==> src/rtl/risc_v_mike_pkg.sv <==
// Shared types and constants for the risc_v_mike core slice.
package risc_v_mike_pkg;

    localparam int unsigned DATA_32_W = 32;
    localparam int unsigned PC_W = 32;
    localparam int unsigned IMEM_DEPTH_WORDS = 1024;

    localparam logic [PC_W-1:0] MEM_MAP_TEXT_LOWER_LIMIT = 32'h0040_0000;

    typedef logic [PC_W-1:0] t_pc_addr;

    typedef enum logic [1:0] {
        LD_IDLE    = 2'd0,
        LD_COLLECT = 2'd1,
        LD_WRITE   = 2'd2,
        LD_RELEASE = 2'd3
    } t_imem_ld_state;

endpackage

==> src/rtl/risc_v_mike_byte_packer.sv <==
// Assembles accepted loader bytes little-endian into 32-bit words.
module risc_v_mike_byte_packer
    import risc_v_mike_pkg::*;
(
    input  logic                 clk,
    input  logic                 rst,
    input  logic                 clear,
    input  logic                 byte_fire,
    input  logic [7:0]           byte_data,
    output logic [DATA_32_W-1:0] word_c,
    output logic                 word_valid_c
);

    logic [1:0]  byte_cnt;
    logic [23:0] lanes;

    // The fourth byte is never stored; it is forwarded directly into the word.
    always_ff @(posedge clk or negedge rst) begin
        if (!rst) begin
            byte_cnt <= '0;
            lanes    <= '0;
        end else if (clear) begin
            byte_cnt <= '0;
            lanes    <= '0;
        end else if (byte_fire) begin
            byte_cnt <= byte_cnt + 2'd1;
            case (byte_cnt)
                2'd0:    lanes[7:0]   <= byte_data;
                2'd1:    lanes[15:8]  <= byte_data;
                2'd2:    lanes[23:16] <= byte_data;
                default: ;
            endcase
        end
    end

    assign word_c       = {byte_data, lanes};
    assign word_valid_c = byte_fire && (byte_cnt == 2'd3);

endmodule

==> src/rtl/risc_v_mike_imem_load_ctrl.sv <==
// Arbitrates instruction memory between core fetch and the byte-stream program loader.
module risc_v_mike_imem_load_ctrl
    import risc_v_mike_pkg::*;
#(
    parameter  int unsigned IMEM_DEPTH = IMEM_DEPTH_WORDS,
    localparam int unsigned IDX_W      = $clog2(IMEM_DEPTH)
) (
    input  logic                 clk,
    input  logic                 rst,
    input  logic                 ld_start,
    input  logic [IDX_W:0]       ld_len_words,
    input  logic                 ld_byte_valid,
    input  logic [7:0]           ld_byte,
    output logic                 ld_byte_ready,
    output logic                 ld_busy,
    output logic                 ld_done,
    output logic                 ld_error,
    output logic [DATA_32_W-1:0] ld_checksum,
    output logic                 core_hold,
    input  logic                 fetch_req,
    input  t_pc_addr             fetch_addr,
    output logic                 fetch_gnt,
    output logic                 fetch_misalign,
    output logic [IDX_W-1:0]     imem_idx,
    output logic                 imem_wr_en,
    output logic [DATA_32_W-1:0] imem_wr_data
);

    t_imem_ld_state       state;
    logic [IDX_W:0]       len_q;
    logic [IDX_W:0]       word_cnt;
    logic                 len_bad_c;
    logic                 start_ok_c;
    logic                 fetch_en_c;
    t_pc_addr             fetch_off_c;
    logic [DATA_32_W-1:0] word_c;
    logic                 word_valid_c;

    assign len_bad_c  = (ld_len_words == '0) || (ld_len_words > (IDX_W+1)'(IMEM_DEPTH));
    assign start_ok_c = (state == LD_IDLE) && ld_start && !len_bad_c;

    risc_v_mike_byte_packer u_packer (
        .clk          (clk),
        .rst          (rst),
        .clear        (start_ok_c),
        .byte_fire    (ld_byte_valid && ld_byte_ready),
        .byte_data    (ld_byte),
        .word_c       (word_c),
        .word_valid_c (word_valid_c)
    );

    // Load sequencer; all loader-side outputs are registered alongside the state.
    always_ff @(posedge clk or negedge rst) begin
        if (!rst) begin
            state         <= LD_IDLE;
            len_q         <= '0;
            word_cnt      <= '0;
            ld_byte_ready <= 1'b0;
            ld_busy       <= 1'b0;
            ld_done       <= 1'b0;
            ld_error      <= 1'b0;
            ld_checksum   <= '0;
            core_hold     <= 1'b0;
            imem_wr_en    <= 1'b0;
            imem_wr_data  <= '0;
        end else begin
            ld_done    <= 1'b0;
            ld_error   <= 1'b0;
            imem_wr_en <= 1'b0;
            case (state)
                LD_IDLE: begin
                    if (ld_start) begin
                        if (len_bad_c) begin
                            ld_error <= 1'b1;
                        end else begin
                            len_q         <= ld_len_words;
                            word_cnt      <= '0;
                            ld_checksum   <= '0;
                            ld_busy       <= 1'b1;
                            core_hold     <= 1'b1;
                            ld_byte_ready <= 1'b1;
                            state         <= LD_COLLECT;
                        end
                    end
                end
                LD_COLLECT: begin
                    if (word_valid_c) begin
                        ld_byte_ready <= 1'b0;
                        imem_wr_en    <= 1'b1;
                        imem_wr_data  <= word_c;
                        state         <= LD_WRITE;
                    end
                end
                LD_WRITE: begin
                    ld_checksum <= ld_checksum + imem_wr_data;
                    word_cnt    <= word_cnt + (IDX_W+1)'(1);
                    if (word_cnt + (IDX_W+1)'(1) == len_q) begin
                        ld_done <= 1'b1;
                        state   <= LD_RELEASE;
                    end else begin
                        ld_byte_ready <= 1'b1;
                        state         <= LD_COLLECT;
                    end
                end
                LD_RELEASE: begin
                    ld_busy   <= 1'b0;
                    core_hold <= 1'b0;
                    state     <= LD_IDLE;
                end
                default: state <= LD_IDLE;
            endcase
        end
    end

    // Fetch pass-through; forced quiet while held or in reset.
    assign fetch_en_c     = rst && !core_hold;
    assign fetch_off_c    = fetch_addr - MEM_MAP_TEXT_LOWER_LIMIT;
    assign fetch_gnt      = fetch_en_c && fetch_req;
    assign fetch_misalign = fetch_en_c && fetch_req && (|fetch_addr[1:0]);

    always_comb begin
        imem_idx = '0;
        if (core_hold) begin
            imem_idx = word_cnt[IDX_W-1:0];
        end else if (fetch_en_c) begin
            imem_idx = IDX_W'(fetch_off_c >> 2);
        end
    end

endmodule

==> config.mk <==
export PLATFORM = sky130hd
export DESIGN_NAME = risc_v_mike_imem_load_ctrl
export DESIGN_NICKNAME = d
export VERILOG_FILES = /design/src/rtl/risc_v_mike_pkg.sv /design/src/rtl/risc_v_mike_byte_packer.sv /design/src/rtl/risc_v_mike_imem_load_ctrl.sv
export SDC_FILE = /design/constraint.sdc
export NUM_CORES = 1
export LEC_CHECK = 0
export BUFFER_PORTS_ARGS = -buffer_cell sky130_fd_sc_hd__clkbuf_2
export CAP_MARGIN = 20
export CORE_MARGIN = 2
export CORE_UTILIZATION = 53
export CTS_BUF_LIST = sky130_fd_sc_hd__clkbuf_16
export CTS_CLUSTER_SIZE = 20
export DETAILED_ROUTE_END_ITERATION = 8
export GPL_TIMING_DRIVEN = 1
export PLACE_DENSITY = 0.84
export RECOVER_POWER = 50
export SETUP_SLACK_MARGIN = 0.3
export SYNTH_ARGS = -nofsm -noshare
export SYNTH_HDL_FRONTEND = slang
export SYNTH_SLANG_ARGS = --single-unit
==> constraint.sdc <==
create_clock -name clk -period 3.1 [get_ports clk]
set_clock_uncertainty 0.1 [all_clocks]
set_input_delay 0.62 -clock clk [delete_from_list [all_inputs] [get_ports clk]]
set_output_delay 0.62 -clock clk [all_outputs]
set_load 0.005 [all_outputs]
==> impl_metrics.tcl <==
set metrics [dict create \
    status "finished, violations left" \
    violations "max-capacitance violations, max-slew violations" \
    hold_path.class "in2async" \
    max-cap-violations 1 \
    fp.dieH_um 115 \
    worstPathRequired_ns 3.30 \
    synth_edf_count 0 \
    cp-endpoint "ld_checksum[28]" \
    die_width_um 115 \
    grt_pass1_wl_mm 26.4 \
    vias 5483 \
    final_util 0.680 \
    synthCells 621 \
    grt.total_usage 0.259 \
    hpwl_mm 11.6 \
    ys_ff_latch 119 \
    leakage_nw 4.24 \
    synth_top_area_frac 0.456 \
    final_nets 858 \
    yosys.area.top_type "dfrtp_1" \
    postCtsHoldBufs 0 \
    synth.area.top_cells "dfrtp_1 46%, mux2_2 7.2%, ha_1 6.9%, mux2i_1 4.1%, o21ai_0 3.8%" \
    rows 40 \
    dr.pass1.iters 5 \
    root_buffer "clkbuf_16" \
    rsz0062_at_grt "true" \
    crit_fanout 3 \
    placed_cells 872 \
    wl_mm 17.0 \
    cts_tree "done" \
    overflow 0 \
    tns_ns 0 \
    synth.distinct_cells 64 \
    cp-startpoint "ld_checksum[0]" \
    start_kind "flip-flop" \
    ff2ff_path_depth 12 \
    end_kind "flip-flop" \
    h-tree-depth 4 \
    synth_ff_type "dfrtp_1" \
    cts_sinks 119 \
    wl_per_cell_um 18.4 \
    route.detailed.drc 0 \
    hold_viol_final 0 \
    seq_area_frac_synth 0.456 \
    fin_cells 925 \
    max_freq_mhz 350 \
    ys_async_sr_fraction 1.00 \
    initial_utilization 0.543 \
    path_clk_slew_ns 0.05 \
    cts_buffer_depth 2 \
    ys_warn_count 0 \
    diodes 0 \
    clk_latency_ns 0.41 \
    syn_nets 714 \
    grt_pass1_vias 5426 \
    viasPerCell 5.93 \
    drive_gt1_frac 0.303 \
    die_area_sq_um 13200 \
    syn_avg_cell_area_sq_um 10.5 \
    drtIter0Drc 496 \
    gp_congestion 0.854 \
    rrSetupSlack_ns 0.24 \
    critical_path_class "reg2reg" \
    r2r-end "ld_checksum[28]" \
    port_buffers 117 \
    postRouteAntennaNets 0 \
    worstReg2RegStart "ld_checksum[0]" \
    antenna_found_initial 0 \
    period_share 0.921 \
    grt_max_degree 80 \
    core_region_area_sq_um 12000 \
    ios 138 \
    setup_viol 0 \
    cts_buffers 17 \
    p_per_area_nw_per_um2 419 \
    tightest_slew_ns 1.74 \
    vdd_drop_max_mv 0.298 \
    syn_area_sq_um 6520 \
    finalCriticalPeriod_ns 2.86 \
    syn2layout_area_growth_pct 25.3 \
    timing.hold.ws_ns 0.198 \
    crit_arrival_ns 3.05 \
    final_max_slew_viol_count 80 \
    fin_total_pwr_mw 3.42 \
    max_slew_margin -0.161 \
]
## cells in the final DEF, fill, tap and decap left out, drive strengths merged, types with 11 or more instances in the layout
cell and count:
a21oi 31, a22o 14, buf 30, clkbuf 138
clkinv 11, dfrtp 119, ha 36, inv 13
mux2 42, mux2i 27, nand2 59, nand3 17
nor2 47, o21ai 54, xnor2 22, xor2 22
## worst min-delay path by stage
stage,to,slack (ns),cells after the start
2_1_floorplan,core_hold,0.22,0
3_3_place_gp,imem_wr_data[1],0.38,2
3_5_place_dp,imem_wr_data[14],0.40,1
4_1_cts,imem_wr_en,0.18,2
5_1_grt,ld_done,0.22,2
6_report,imem_wr_en,0.20,2
## metal layers
layer | vias to the layer above | track usage | part of all wire
met4 | 0 | 0.129 | 0.025
met2 | 222 | 0.433 | 0.51
met3 | 41 | 0.0627 | 0.056
met1 | 2691 | 0.313 | 0.41
met5 | - | 0 | 0
li1 | 2529 | - | -
## state kept, by name (all words and copies together), names as in the netlist
register and cells:
imem_wr_data 32, ld_checksum 32, u_packer.lanes 24, len_q 11, word_cnt 11, state 2
u_packer.byte_cnt 2, core_hold 1, imem_wr_en 1, ld_byte_ready 1, ld_done 1, ld_error 1
## per-stage QoR
stage               setup slack (ns)  instance area [sq um]
floorplan                      0.387                   6520
global placement               0.180                   7300
detailed placement             0.109                   7300
CTS                            0.291                   7920
global route                   0.143                   8170
finish                         0.244                   8170
## final cells by class
| cell class | instances | area, sq um |
|---|---|---|
| clock inverter | 15 | 96.3 |
| timing repair buffer | 151 | 802 |
| tap | 147 | 184 |
| fill | 856 | 3840 |
| clock buffer | 17 | 425 |
| sequential | 119 | 2980 |
| multi-input combinational | 465 | 3640 |
| inverter | 11 | 41.3 |
## report_power, final
part	leakage (nW)	internal (mW)	switching, mW
clock network	0.264	1.07	0.677
registers	1.45	1.56	0.00558
logic	2.52	0.0411	0.0667
## logic make-up after synthesis
group	share of synthesized area
AO/OA/AOI/OAI	0.161
XOR/XNOR	0.0591
adder cells (fa/ha/maj)	0.0721
buffers and inverters	0.0224
flip-flops	0.456
multiplexers	0.114
AND/OR/NAND/NOR	0.115
## worst max-delay path, cell delays in order (launching register included)
cell and delay, ns:
dfrtp_1 0.35, ha_2 0.21, inv_2 0.05, fa_2 0.41, nor2b_4 0.14, o31ai_2 0.07
a21o_1 0.20, a21oi_2 0.19, o2111ai_2 0.21, a21oi_2 0.23, nor3_2 0.09, o2111a_1 0.24
a221o_1 0.25
## repair_timing
action / in CTS / in global routing
endpoints found under the setup margin: 7 / 11
setup buffers: 5 / 16
gates resized for setup: 10 / 28
pin swaps: 9 / 21
## cells in the mapped netlist, types with 4 or more instances
master,number
xnor2_1,22
inv_1,11
xor2_1,22
nand3_1,17
buf_1,4
a31oi_1,5
o21bai_1,5
o21ai_1,5
mux2_2,42
nor2b_1,6
mux2i_1,27
nor3_1,7
and3_1,8
a21oi_1,26
clkbuf_1,18
a21o_1,8
a21oi_2,5
o21ai_0,49
nand2_1,59
ha_1,36
nor2_1,47
a22o_1,14
dfrtp_1,119
No activity file was read; power rests on OpenSTA's default activity.
